**src/rtl/rst_seq_pkg.sv**
```systemverilog
// Shared types and helpers for the reset sequencer: FSM state encoding and
// the width rule used to size every saturating counter.
package rst_seq_pkg;

  typedef enum logic [1:0] {
    ST_HOLD      = 2'd0,
    ST_WAIT_LOCK = 2'd1,
    ST_RELEASE   = 2'd2,
    ST_RUN       = 2'd3
  } state_e;

  // Bits needed to hold values 0..max_val; never less than one bit.
  function automatic int cnt_w(input int max_val);
    return (max_val < 1) ? 1 : $clog2(max_val + 1);
  endfunction

endpackage

```
**src/rtl/rst_stretch.sv**
```systemverilog
// Single-domain software reset stretcher: a request loads the counter, and the
// domain stays in reset until the counter has run down to zero.
module rst_stretch #(
  parameter int SW_RST_CYCLES = 8
) (
  input  logic i_clk,
  input  logic i_rst,
  input  logic i_en,
  input  logic i_clr,
  input  logic i_req,
  output logic o_act_nxt
);
  import rst_seq_pkg::*;

  localparam int            CW   = cnt_w(SW_RST_CYCLES);
  localparam logic [CW-1:0] LOAD = CW'(SW_RST_CYCLES);

  logic [CW-1:0] r_cnt;
  logic [CW-1:0] w_cnt_nxt;

  // A held request keeps reloading, so the countdown only starts once it drops.
  always_comb begin
    w_cnt_nxt = r_cnt;
    if (i_clr) begin
      w_cnt_nxt = '0;
    end else if (i_en && i_req) begin
      w_cnt_nxt = LOAD;
    end else if (r_cnt != '0) begin
      w_cnt_nxt = r_cnt - CW'(1);
    end
  end

  always_ff @(posedge i_clk) begin
    if (i_rst) begin
      r_cnt <= '0;
    end else begin
      r_cnt <= w_cnt_nxt;
    end
  end

  // Next-cycle activity, so the parent can register it straight into rst_o.
  assign o_act_nxt = (w_cnt_nxt != '0);

endmodule

```
**src/rtl/rst_seq.sv**
```systemverilog
// Reset sequencer: holds all domains in reset until PLL lock, releases them in
// index order with a fixed stagger, then services per-domain software resets.
module rst_seq #(
  parameter int NUM_DOMAINS    = 4,
  parameter int HOLD_CYCLES    = 16,
  parameter int STAGGER_CYCLES = 8,
  parameter int SW_RST_CYCLES  = 8,
  parameter int LOCK_TIMEOUT   = 65535,
  parameter int LED_DIV        = 12500000
) (
  input  logic                   clk_i,
  input  logic                   rst_i,
  input  logic                   pll_locked_i,
  input  logic [NUM_DOMAINS-1:0] sw_rst_req_i,
  output logic [NUM_DOMAINS-1:0] rst_o,
  output logic                   rst_done_o,
  output logic                   lock_timeout_o,
  output logic                   led_o
);
  import rst_seq_pkg::*;

  localparam int HW  = cnt_w(HOLD_CYCLES);
  localparam int SGW = cnt_w(STAGGER_CYCLES);
  localparam int TW  = cnt_w(LOCK_TIMEOUT);
  localparam int LW  = cnt_w(LED_DIV);
  localparam int IW  = (NUM_DOMAINS > 1) ? $clog2(NUM_DOMAINS) : 1;

  localparam logic [HW-1:0]  HOLD_LAST = HW'(HOLD_CYCLES - 1);
  localparam logic [SGW-1:0] STG_LAST  = SGW'(STAGGER_CYCLES - 1);
  localparam logic [TW-1:0]  TO_MAX    = TW'(LOCK_TIMEOUT);
  localparam logic [LW-1:0]  LED_LAST  = LW'(LED_DIV - 1);
  localparam logic [IW-1:0]  IDX_LAST  = IW'(NUM_DOMAINS - 1);

  state_e                 r_state;
  state_e                 w_state_nxt;
  logic [HW-1:0]          r_hold_cnt;
  logic [HW-1:0]          w_hold_nxt;
  logic [SGW-1:0]         r_stg_cnt;
  logic [SGW-1:0]         w_stg_nxt;
  logic [IW-1:0]          r_idx;
  logic [IW-1:0]          w_idx_nxt;
  logic [TW-1:0]          r_to_cnt;
  logic [TW-1:0]          w_to_nxt;
  logic                   r_to_flag;
  logic                   w_to_flag_nxt;
  logic [LW-1:0]          r_led_cnt;
  logic [LW-1:0]          w_led_cnt_nxt;
  logic                   r_led;
  logic                   w_led_nxt;
  logic [NUM_DOMAINS-1:0] r_rst;
  logic [NUM_DOMAINS-1:0] w_rst_nxt;
  logic                   r_done;
  logic                   w_done_nxt;
  logic [NUM_DOMAINS-1:0] w_sw_act;
  logic                   w_sw_en;
  logic                   w_sw_clr;

  // Next state and sequencing counters; counters not advanced here restart at 0.
  always_comb begin
    w_state_nxt = r_state;
    w_hold_nxt  = '0;
    w_stg_nxt   = '0;
    w_idx_nxt   = '0;
    w_to_nxt    = '0;
    unique case (r_state)
      ST_HOLD: begin
        if (r_hold_cnt == HOLD_LAST) begin
          w_state_nxt = ST_WAIT_LOCK;
        end else begin
          w_hold_nxt = r_hold_cnt + HW'(1);
        end
      end
      ST_WAIT_LOCK: begin
        if (pll_locked_i) begin
          w_state_nxt = ST_RELEASE;
        end else begin
          w_to_nxt = (r_to_cnt == TO_MAX) ? r_to_cnt : r_to_cnt + TW'(1);
        end
      end
      ST_RELEASE: begin
        if (!pll_locked_i) begin
          w_state_nxt = ST_HOLD;
        end else if (r_idx == IDX_LAST) begin
          w_state_nxt = ST_RUN;
        end else if (r_stg_cnt == STG_LAST) begin
          w_idx_nxt = r_idx + IW'(1);
        end else begin
          w_idx_nxt = r_idx;
          w_stg_nxt = r_stg_cnt + SGW'(1);
        end
      end
      ST_RUN: begin
        if (!pll_locked_i) begin
          w_state_nxt = ST_HOLD;
        end
      end
      default: w_state_nxt = ST_HOLD;
    endcase
  end

  assign w_to_flag_nxt = r_to_flag |
                         ((r_state == ST_WAIT_LOCK) && !pll_locked_i && (w_to_nxt == TO_MAX));

  // Software resets are only accepted in RUN and are flushed whenever RUN is left.
  assign w_sw_en  = (r_state == ST_RUN);
  assign w_sw_clr = (w_state_nxt != ST_RUN);

  for (genvar g = 0; g < NUM_DOMAINS; g++) begin : g_dom
    rst_stretch #(
      .SW_RST_CYCLES(SW_RST_CYCLES)
    ) u_stretch (
      .i_clk    (clk_i),
      .i_rst    (rst_i),
      .i_en     (w_sw_en),
      .i_clr    (w_sw_clr),
      .i_req    (sw_rst_req_i[g]),
      .o_act_nxt(w_sw_act[g])
    );
  end

  // Reset vector follows the next state: domains above idx stay held in RELEASE.
  always_comb begin
    w_rst_nxt = '1;
    case (w_state_nxt)
      ST_RELEASE: begin
        for (int k = 0; k < NUM_DOMAINS; k++) begin
          w_rst_nxt[k] = (k > int'(w_idx_nxt));
        end
      end
      ST_RUN:  w_rst_nxt = w_sw_act;
      default: w_rst_nxt = '1;
    endcase
    w_done_nxt = (w_state_nxt == ST_RUN) && (w_rst_nxt == '0);
  end

  // Heartbeat runs only while staying in RUN; any exit clears it.
  always_comb begin
    w_led_cnt_nxt = '0;
    w_led_nxt     = 1'b0;
    if ((r_state == ST_RUN) && (w_state_nxt == ST_RUN)) begin
      if (r_led_cnt == LED_LAST) begin
        w_led_nxt = ~r_led;
      end else begin
        w_led_cnt_nxt = r_led_cnt + LW'(1);
        w_led_nxt     = r_led;
      end
    end
  end

  always_ff @(posedge clk_i) begin
    if (rst_i) begin
      r_state    <= ST_HOLD;
      r_hold_cnt <= '0;
      r_stg_cnt  <= '0;
      r_idx      <= '0;
      r_to_cnt   <= '0;
      r_to_flag  <= 1'b0;
      r_led_cnt  <= '0;
      r_led      <= 1'b0;
      r_rst      <= '1;
      r_done     <= 1'b0;
    end else begin
      r_state    <= w_state_nxt;
      r_hold_cnt <= w_hold_nxt;
      r_stg_cnt  <= w_stg_nxt;
      r_idx      <= w_idx_nxt;
      r_to_cnt   <= w_to_nxt;
      r_to_flag  <= w_to_flag_nxt;
      r_led_cnt  <= w_led_cnt_nxt;
      r_led      <= w_led_nxt;
      r_rst      <= w_rst_nxt;
      r_done     <= w_done_nxt;
    end
  end

  assign rst_o          = r_rst;
  assign rst_done_o     = r_done;
  assign lock_timeout_o = r_to_flag;
  assign led_o          = r_led;

endmodule

```
**config.mk**
```make
export PLATFORM = sky130hd
export DESIGN_NAME = rst_seq
export DESIGN_NICKNAME = d
export VERILOG_FILES = /design/src/rtl/rst_seq_pkg.sv /design/src/rtl/rst_stretch.sv /design/src/rtl/rst_seq.sv
export SDC_FILE = /design/constraint.sdc
export NUM_CORES = 1
export LEC_CHECK = 0
export CAP_MARGIN = 25
export CORE_UTILIZATION = 54
export DETAILED_ROUTE_END_ITERATION = 8
export PLACE_DENSITY_LB_ADDON = 0.3
export RECOVER_POWER = 100
export SYNTH_ARGS = -nofsm -noshare
export SYNTH_HDL_FRONTEND = slang
export SYNTH_HIERARCHICAL = 1
export SYNTH_SLANG_ARGS = --single-unit
```
**constraint.sdc**
```tcl
create_clock -name clk_i -period 7.1 [get_ports clk_i]
set_clock_uncertainty 0.05 [all_clocks]
set_input_delay 1.065 -clock clk_i [delete_from_list [all_inputs] [get_ports clk_i]]
set_output_delay 1.065 -clock clk_i [all_outputs]
set_load 0.01 [all_outputs]
```
==> results of run 1 <==
final cells by class:
cell class,count,share of cell area [%]
clock inverters,3,1.08
repair buffers,14,3.29
multi-input cells,316,50.3
well taps,77,2.37
inverters,15,1.39
clock buffers,13,4.16
flip-flops and latches,76,37.4
flip-flops by register name (all words and copies together), names as in the netlist, 2 cells and up:
register and count:
r_idx 2, r_stg_cnt 4, rst_o 4, r_to_cnt 16, r_hold_cnt 5, r_state 2, g_dom.u_stretch/r_cnt 16, r_led_cnt 24
per-layer routing:
layer,up-vias,share of wire [%],GRT usage [%]
li1,1509,-,-
met1,1367,48,26.7
met2,44,46,34.7
met3,12,3.8,6.88
met4,0,2.0,7.40
met5,-,0,0
layout by cell type, fill, tap and decap left out, types with 7 or more instances in the layout:
cell type      count
nand3_1           20
nand2_1           23
and3_1             9
dfxtp_1           76
nor3_1            15
a21oi_1           13
ha_1              10
xor2_1            27
o21ai_0            7
inv_1             15
xnor2_1           18
dlygate4sd3_1      9
nand4_1           15
nor2_1            76
clkbuf_8          12
synthesized netlist by cell type (5+ instances only):
cell type  instances  area [µm²]
dfxtp_1           76        1520
nor2_1            76         285
xor2_1            27         236
nand2_1           23        86.3
nand3_1           20         100
xnor2_1           18         158
inv_1             15        56.3
nand4_1           15        93.8
nor3_1            15        75.1
a21oi_1           13        65.1
clkbuf_1          11        41.3
ha_1              10         125
and3_1             9        56.3
o21ai_0            7        35.0
a211oi_1           6        45.0
nand2b_1           6        37.5
nand3b_1           5        37.5
metrics by stage:
stage	cells	hold slack, ps	area (µm²)	power (mW)	util (%)
2_1_floorplan	422	368	3690	0.441	-
6_report	514	397	4070	0.777	62.9
3_3_place_gp	497	381	3850	0.447	59.6
4_1_cts	513	402	4060	0.787	62.9
5_1_grt	514	441	4070	0.810	62.9
3_5_place_dp	497	387	3850	0.447	59.6
worst max-delay path, delay by kind of cell:
family	cells	cell delay, ps
and+or+nand+nor	2	1460
buffers and inverters	1	770
AOI/OAI and AO/OA	1	240
power groups by stage:
stage / clock network [mW] / logic (mW) / registers, mW
finish: 0.340 / 0.00842 / 0.428
global route: 0.372 / 0.00938 / 0.429
CTS: 0.350 / 0.00867 / 0.428
detailed placement: 0 / 0.00855 / 0.438
global placement: 0 / 0.00845 / 0.438
floorplan: 0 / 0.00322 / 0.438
cell families (layout without fill, tap and decap cells):
group	Yosys count	after routing	share of synthesized area [%]
DFF	76	76	41.2
xor gates and xnor gates	45	45	10.7
buffers and inverters	30	45	3.36
AOI/OAI and AO/OA	54	54	11.4
adders and majority gates	10	10	3.39
muxes	3	3	0.848
and+or+nand+nor	204	204	29.1
final timing paths:
| kind | from | end | slack (ps) |
|---|---|---|---|
| worst max-delay path | rst_i | lock_timeout_o | 3770 |
| worst min-delay path | r_hold_cnt[0] | r_hold_cnt[0] | 400 |
| worst max register to register | r_to_cnt[0] | lock_timeout_o | 4290 |
| worst min register to register | r_hold_cnt[0] | r_hold_cnt[0] | 400 |
==> impl_metrics.csv, run 1 <==
group,metric,value,unit
global_routing,grt_max_degree,25,
detailed_routing,routed_wl,6.80,mm
cells_and_area,fillers,546,
setup_path,cp_data_arrival_time,3540,ps
placed_design,dp_hpwl,4.85,mm
detailed_routing,viasPerCell,5.70,
cells_and_area,n_antenna_cell,0,
worst_hold_path,hold_path.class,"flop to flop",
timing,slew_headroom,14.3,%
pwr,internal_power,0.623,mW
placed_design,dp_slack,3420,ps
timing,worstMarginPinSlew,1290,ps
logic_synthesis,syn_area_per_cell,8.74,µm²
cells_and_area,multi_input_area,2040,µm²
detailed_routing,routedWlPerCell,13.2,µm
clock_tree,insertion_delay,340,ps
cells_and_area,drive_gt1_share,7.55,%
clock_tree,cts.repair.resized,0,
timing,maxSlewViolCount,0,
setup_path,worstSetupPathType,"input port to flop",
detailed_routing,antenna_left,0,
setup_path,cp_slowest_cell,"or4b_1",
detailed_routing,drt_iter0_drc,153,
detailed_routing,first_pass_iters,6,
logic_synthesis,synth_edf_count,0,
pwr,switching_share,19.8,%
detailed_routing,drc,0,
timing,layout_setup_ws,3770,ps
global_routing,grt_pass1_wl,12.3,mm
logic_synthesis,synth_warnings,6,
global_routing,gr-usage-all-layers,21.3,%
placed_design,routabilityCongestion,0.881,
global_routing,grt_remaining_overflow,0,
setup_path,crit_chain,"dlygate4sd3_1, or4b_1, or4_1, o31ai_2",
global_routing,grt_pass1_vias,2801,
setup_path,reg2regPathDepth,7,
timing,setup_violations,0,
run_status,status,"finished, final reports clean",
logic_synthesis,yosys_register_bits,76,
cells_and_area,regArea,1520,µm²
pwr,power_frac_seq,55.2,%
run,cap_violations,0,
logic_synthesis,syn_area,3690,µm²
timing,fin_tns_setup,0,ps
pwr,power_density,191,nW/µm²
pwr,power_frac_comb,1.1,%
placed_design,portBuffers,13,
timing,period_minus_slack,3330,ps
clock_tree,ctsHtreeMaxLevel,3,
logic_synthesis,yosysSeqAreaShare,41.2,%
setup_path,crit_path_start_kind,"input port",
pwr,switchingPower,0.153,mW
clock_tree,cts_setup_buffers,0,
setup_path,crit_path_end_kind,"flop",
floorplanning,start_util,57.1,%
setup_path,path_max_fanout,18,
global_routing,grt_antenna_before_repair,0,
cells_and_area,final_nets,449,
timing,fmax,301,MHz
floorplanning,row_count,29,
pwr,leakagePower,1.27,nW
pwr,peakVddDrop,115,µV
clock_tree,clock-sinks,76,
clock_tree,path_clk_slew,80,ps
setup_path,slowest_delay,840,ps
timing,rsz0062_at_grt,"no",
logic_synthesis,netlist_instances,422,
floorplanning,die_x,84.7,µm
clock_tree,ctsRootBufferMaster,"clkbuf_8",
timing,hold_violations,0,
setup_path,cp.required,7310,ps
floorplanning,top_level_ports,14,
pwr,p_clk_share,43.8,%
clock_tree,cts_made_buffers,9,
logic_synthesis,async_flop_share,0,%
logic_synthesis,yosysUniqueCellTypes,54,
clock_tree,cts_tree,"built",
floorplanning,die_h,84.7,µm
logic_synthesis,ys.flop_type,"dfxtp_1",
floorplanning,fp.coreArea,6460,µm²
floorplanning,die-area,7170,µm²
cells_and_area,syn2layout_area_growth,10.2,%
timing,fin_crit_sh,46.9,%
clock_tree,cts_buffer_depth,2,
worst_hold_path,hold_depth,1,
clock_tree,hold_buffers,0,
detailed_routing,vias,2932,
logic_synthesis,syn_nets,439,
(Power assumes the default switching activity.)
==> run 2: changes to the inputs <==
Clock period 7.1 ns to 3.3 ns, I/O delays scaled along.
==> run 2 against run 1 <==
  * Register-to-register slack got worse by 3900 ps
  * Critical endpoint unchanged
  * Sequential power increased by 120%
  * First-iteration DRC count decreased by 22%
  * Non-clock buffer count increased by 4
  * Largest power group unchanged
  * Sequential share of layout area decreased by 0.080 points
==> impl_metrics.csv, run 2 (synthesized netlist as in run 1, its figures left out) <==
group,metric,value,unit
run_status,status,"finished, final reports clean",
clock_tree,path_clk_slew,70,ps
floorplanning,start_util,57.1,%
global_routing,grt_pass1_vias,2867,
setup_path,crit_path_end_kind,"flop",
cells_and_area,regMostFlops,"r_led_cnt",
clock_tree,ctsHtreeMaxLevel,3,
global_routing,grt_antenna_before_repair,0,
setup_path,crit_path_start_kind,"flop",
timing,period_minus_slack,2910,ps
cells_and_area,layout.cells.most_common_list,"76 x nor2_1, 76 x dfxtp_1, 27 x xor2_1, 23 x nand2_1, 21 x nand3_1",
pwr,power_density,419,nW/µm²
clock_tree,hold_buffers,0,
placed_design,dp_slack,529,ps
clock_tree,insertion_delay,350,ps
clock_tree,ctsRootBufferMaster,"clkbuf_8",
pwr,leakagePower,1.29,nW
placed_design,dp_hpwl,5.06,mm
floorplanning,die_h,84.7,µm
cells_and_area,drive_gt1_share,7.05,%
detailed_routing,vias,2946,
setup_path,r2r_start,"r_to_cnt[0]",
timing,layout_setup_ws,392,ps
setup_path,path_max_fanout,13,
setup_path,worstSetupPathType,"flop to flop",
clock_tree,cts_tree,"built",
floorplanning,die-area,7170,µm²
floorplanning,row_count,29,
floorplanning,top_level_ports,14,
detailed_routing,viasPerCell,5.70,
worst_hold_path,min_from,"r_hold_cnt[0]",
placed_design,portBuffers,13,
cells_and_area,fillers,542,
pwr,peakVddDrop,197,µV
floorplanning,die_x,84.7,µm
clock_tree,cts.repair.resized,0,
cells_and_area,largest_reg_flops,24,
cells_and_area,n_antenna_cell,0,
timing,rsz0062_at_grt,"no",
run,cap_violations,0,
setup_path,cp_data_arrival_time,3120,ps
clock_tree,clock-sinks,76,
cells_and_area,final_nets,453,
cells_and_area,syn2layout_area_growth,10.4,%
timing,setup_violations,0,
floorplanning,fp.coreArea,6460,µm²
timing,slew_headroom,13.0,%
clock_tree,cts_made_buffers,9,
global_routing,grt_max_degree,25,
cells_and_area,final_cell_count_no_fill,517,
setup_path,startpoint,"r_to_cnt[0]",
global_routing,grt_pass1_wl,12.5,mm
timing,maxSlewViolCount,0,
detailed_routing,first_pass_iters,6,
placed_design,placed_cells,502,
global_routing,gr-usage-all-layers,21.6,%
setup_path,cp.required,3520,ps
detailed_routing,drt_iter0_drc,120,
placed_design,routabilityCongestion,0.874,
timing,hold_violations,0,
detailed_routing,routedWlPerCell,13.6,µm
detailed_routing,drc,0,
timing,fmax,344,MHz
detailed_routing,routed_wl,7.05,mm
timing,fin_crit_sh,88.1,%
worst_hold_path,hold_path.class,"flop to flop",
global_routing,grt_remaining_overflow,0,
clock_tree,cts_buffer_depth,2,
detailed_routing,antenna_left,0,
cells_and_area,reg_top3,"r_led_cnt x24, g_dom.u_stretch/r_cnt x16, r_to_cnt x16",
clock_tree,cts_setup_buffers,0,
timing,worstMarginPinSlew,1310,ps
timing,fin_tns_setup,0,ps
==> run 2: cell types whose count changed in the layout (fill, tap and decap cells not counted), sizes merged <==
cell	before	now
clkdlybuf4s50	4	5
dlygate4sd3	9	8
bufinv	1	2
buf	0	2
==> run 2: final cells by class <==
class | instances | area [µm²] | area share [%]
clock buffer | 11 | 141 | 3.47
clock inverter | 4 | 73.8 | 1.81
inverter | 15 | 56.3 | 1.38
multi-input combinational | 316 | 2030 | 49.8
sequential | 76 | 1520 | 37.3
tap | 77 | 96.3 | 2.36
timing repair buffer | 18 | 156 | 3.84
==> run 2: through the flow <==
stage	area, µm²	power [mW]	hold slack, ps	util (%)
floorplan	3690	0.949	368	-
global placement	3880	0.962	380	60.1
detailed placement	3890	0.962	386	60.2
CTS	4100	1.72	402	63.5
global route	4070	1.76	440	63.1
finish	4070	1.71	403	63.1
==> run 2: final timing paths <==
check,end,slack [ps],cells past startpoint
worst min-delay path,r_hold_cnt[0],400,1
worst min register to register,r_hold_cnt[0],400,1
worst max-delay path,lock_timeout_o,390,7
worst max register to register,lock_timeout_o,390,7
==> run 2: layer usage <==
layer,share of wire [%],global-route usage (%),vias to the layer above
met2,46,36.1,46
met4,1.8,9.24,0
met3,4.0,5.41,13
met1,48,26.5,1375
li1,-,-,1512
met5,0,0,-
==> run 2: where the power goes <==
group	internal [mW]	switching, mW
Sequential	0.920	0.00219
Clock	0.443	0.323
Combinational	0.0106	0.00851
Total	1.37	0.333
==> run 2: critical path, cell delays in order (launching register included) <==
cell and delay (ps):
dfxtp_1 440, ha_1 410, and3_1 260, nand3_1 210, and4_4 270, or4_1 480, or4_1 490, o31ai_2 210
==> run 3: changes to the inputs <==
Settings changed: CORE_ASPECT_RATIO from default to 2.
==> run 3 against run 2 <==
  * Combinational power decreased by 3%
  * Sequential share of layout area decreased by 0.79 points
  * Via count increased by 3.9%
  * Sequential power about the same
  * Global-route usage increased by 1.5 points
==> impl_metrics.csv, run 3 (synthesized netlist as in run 1, its figures left out) <==
group,metric,value,unit
detailed_routing,antenna_left,0,
floorplanning,row_count,42,
cells_and_area,largest_reg_flops,24,
clock_tree,clock-sinks,76,
timing,slew_headroom,12.2,%
cells_and_area,final_cell_count_no_fill,527,
clock_tree,insertion_delay,330,ps
detailed_routing,routed_wl,7.56,mm
placed_design,routabilityCongestion,0.942,
cells_and_area,regMostFlops,"r_led_cnt",
timing,maxSlewViolCount,0,
setup_path,cp_data_arrival_time,3090,ps
cells_and_area,final_nets,453,
cells_and_area,final_util,62.8,%
timing,worstMarginPinSlew,1320,ps
setup_path,crit_path_start_kind,"flop",
detailed_routing,drt_iter0_drc,227,
pwr,leakagePower,1.31,nW
setup_path,path_max_fanout,13,
run_status,status,"finished, final reports clean",
clock_tree,cts_tree,"built",
global_routing,grt_max_degree,25,
setup_path,crit_path_end_kind,"flop",
pwr,power_density,456,nW/µm²
floorplanning,top_level_ports,14,
placed_design,dp_hpwl,5.46,mm
pwr,peakVddDrop,349,µV
detailed_routing,drc,0,
timing,fin_crit_sh,87.5,%
timing,rsz0062_at_grt,"no",
clock_tree,cts_made_buffers,9,
timing,period_minus_slack,2890,ps
timing,setup_violations,0,
cells_and_area,layout.cells.most_common_list,"76 x nor2_1, 76 x dfxtp_1, 27 x xor2_1, 23 x nand2_1, 21 x nand3_1",
global_routing,gr-usage-all-layers,23.1,%
placed_design,placed_cells,512,
timing,timing.hold.ws,394,ps
detailed_routing,viasPerCell,5.81,
cells_and_area,multi_input_area,2030,µm²
global_routing,grt_pass1_wl,12.6,mm
clock_tree,hold_buffers,0,
detailed_routing,routedWlPerCell,14.3,µm
clock_tree,path_clk_slew,60,ps
cells_and_area,syn2layout_area_growth,12.8,%
cells_and_area,n_antenna_cell,0,
worst_hold_path,hold_path.class,"flop to flop",
global_routing,grt_pass1_vias,2969,
clock_tree,cts.repair.resized,0,
pwr,total_power,1.90,mW
floorplanning,die-area,7190,µm²
global_routing,grt_antenna_before_repair,0,
placed_design,portBuffers,13,
floorplanning,die_x,60.5,µm
detailed_routing,first_pass_iters,4,
cells_and_area,fillers,600,
timing,fmax,346,MHz
cells_and_area,drive_gt1_share,7.06,%
setup_path,cp.required,3500,ps
clock_tree,cts_buffer_depth,2,
timing,hold_violations,0,
cells_and_area,regArea,1520,µm²
clock_tree,cts_setup_buffers,0,
floorplanning,die_h,119,µm
setup_path,worstSetupPathType,"flop to flop",
run,cap_violations,0,
floorplanning,fp.coreArea,6620,µm²
timing,fin_tns_setup,0,ps
floorplanning,start_util,55.7,%
global_routing,grt_remaining_overflow,0,
detailed_routing,vias,3062,
clock_tree,ctsHtreeMaxLevel,3,
clock_tree,ctsRootBufferMaster,"clkbuf_16",
cells_and_area,reg_top3,"r_led_cnt x24, g_dom.u_stretch/r_cnt x16, r_to_cnt x16",
[run 3: path summary, 6_finish.rpt]
check / start / to / slack (ps) / cells past startpoint
worst min register to register: r_hold_cnt[0] / r_hold_cnt[0] / 390 / 1
worst max register to register: r_to_cnt[0] / lock_timeout_o / 410 / 7
worst max-delay path: r_to_cnt[0] / lock_timeout_o / 410 / 7
worst min-delay path: r_hold_cnt[0] / r_hold_cnt[0] / 390 / 1
[run 3: cell type report]
class	instances	area share, %
clock buffer	10	5.74
clock inverter	4	1.23
inverter	15	1.35
multi-input combinational	316	48.8
timing repair buffer	18	3.67
sequential	76	36.6
tap	88	2.65
[run 3: critical path: stages (launching register included)]
cell and delay [ps]:
dfxtp_1 420, ha_1 420, and3_1 270, nand3_1 200, and4_4 270, or4_1 480, or4_1 490, o31ai_2 210
[run 3: report_power, final]
group          total, mW  internal (mW)  switching (mW)
clock network      0.955          0.597           0.359
registers          0.923          0.921         0.00219
logic             0.0186        0.00991         0.00867
total               1.90           1.53           0.369
[run 3: metrics by stage]
| step | setup WS, ps | cell area, µm² |
|---|---|---|
| 2_1_floorplan | 939 | 3690 |
| 3_3_place_gp | 571 | 3890 |
| 3_5_place_dp | 531 | 3890 |
| 4_1_cts | 537 | 4180 |
| 5_1_grt | 279 | 4160 |
| 6_report | 412 | 4160 |
[run 3: metal layers]
| metal | vias to the layer above | GRT usage (%) | wire, µm |
|---|---|---|---|
| li1 | 1516 | - | - |
| met2 | 69 | 40.9 | 4190 |
| met5 | - | 0 | 0 |
| met3 | 27 | 6.62 | 290 |
| met1 | 1450 | 22.3 | 2770 |
| met4 | 0 | 13.1 | 308 |
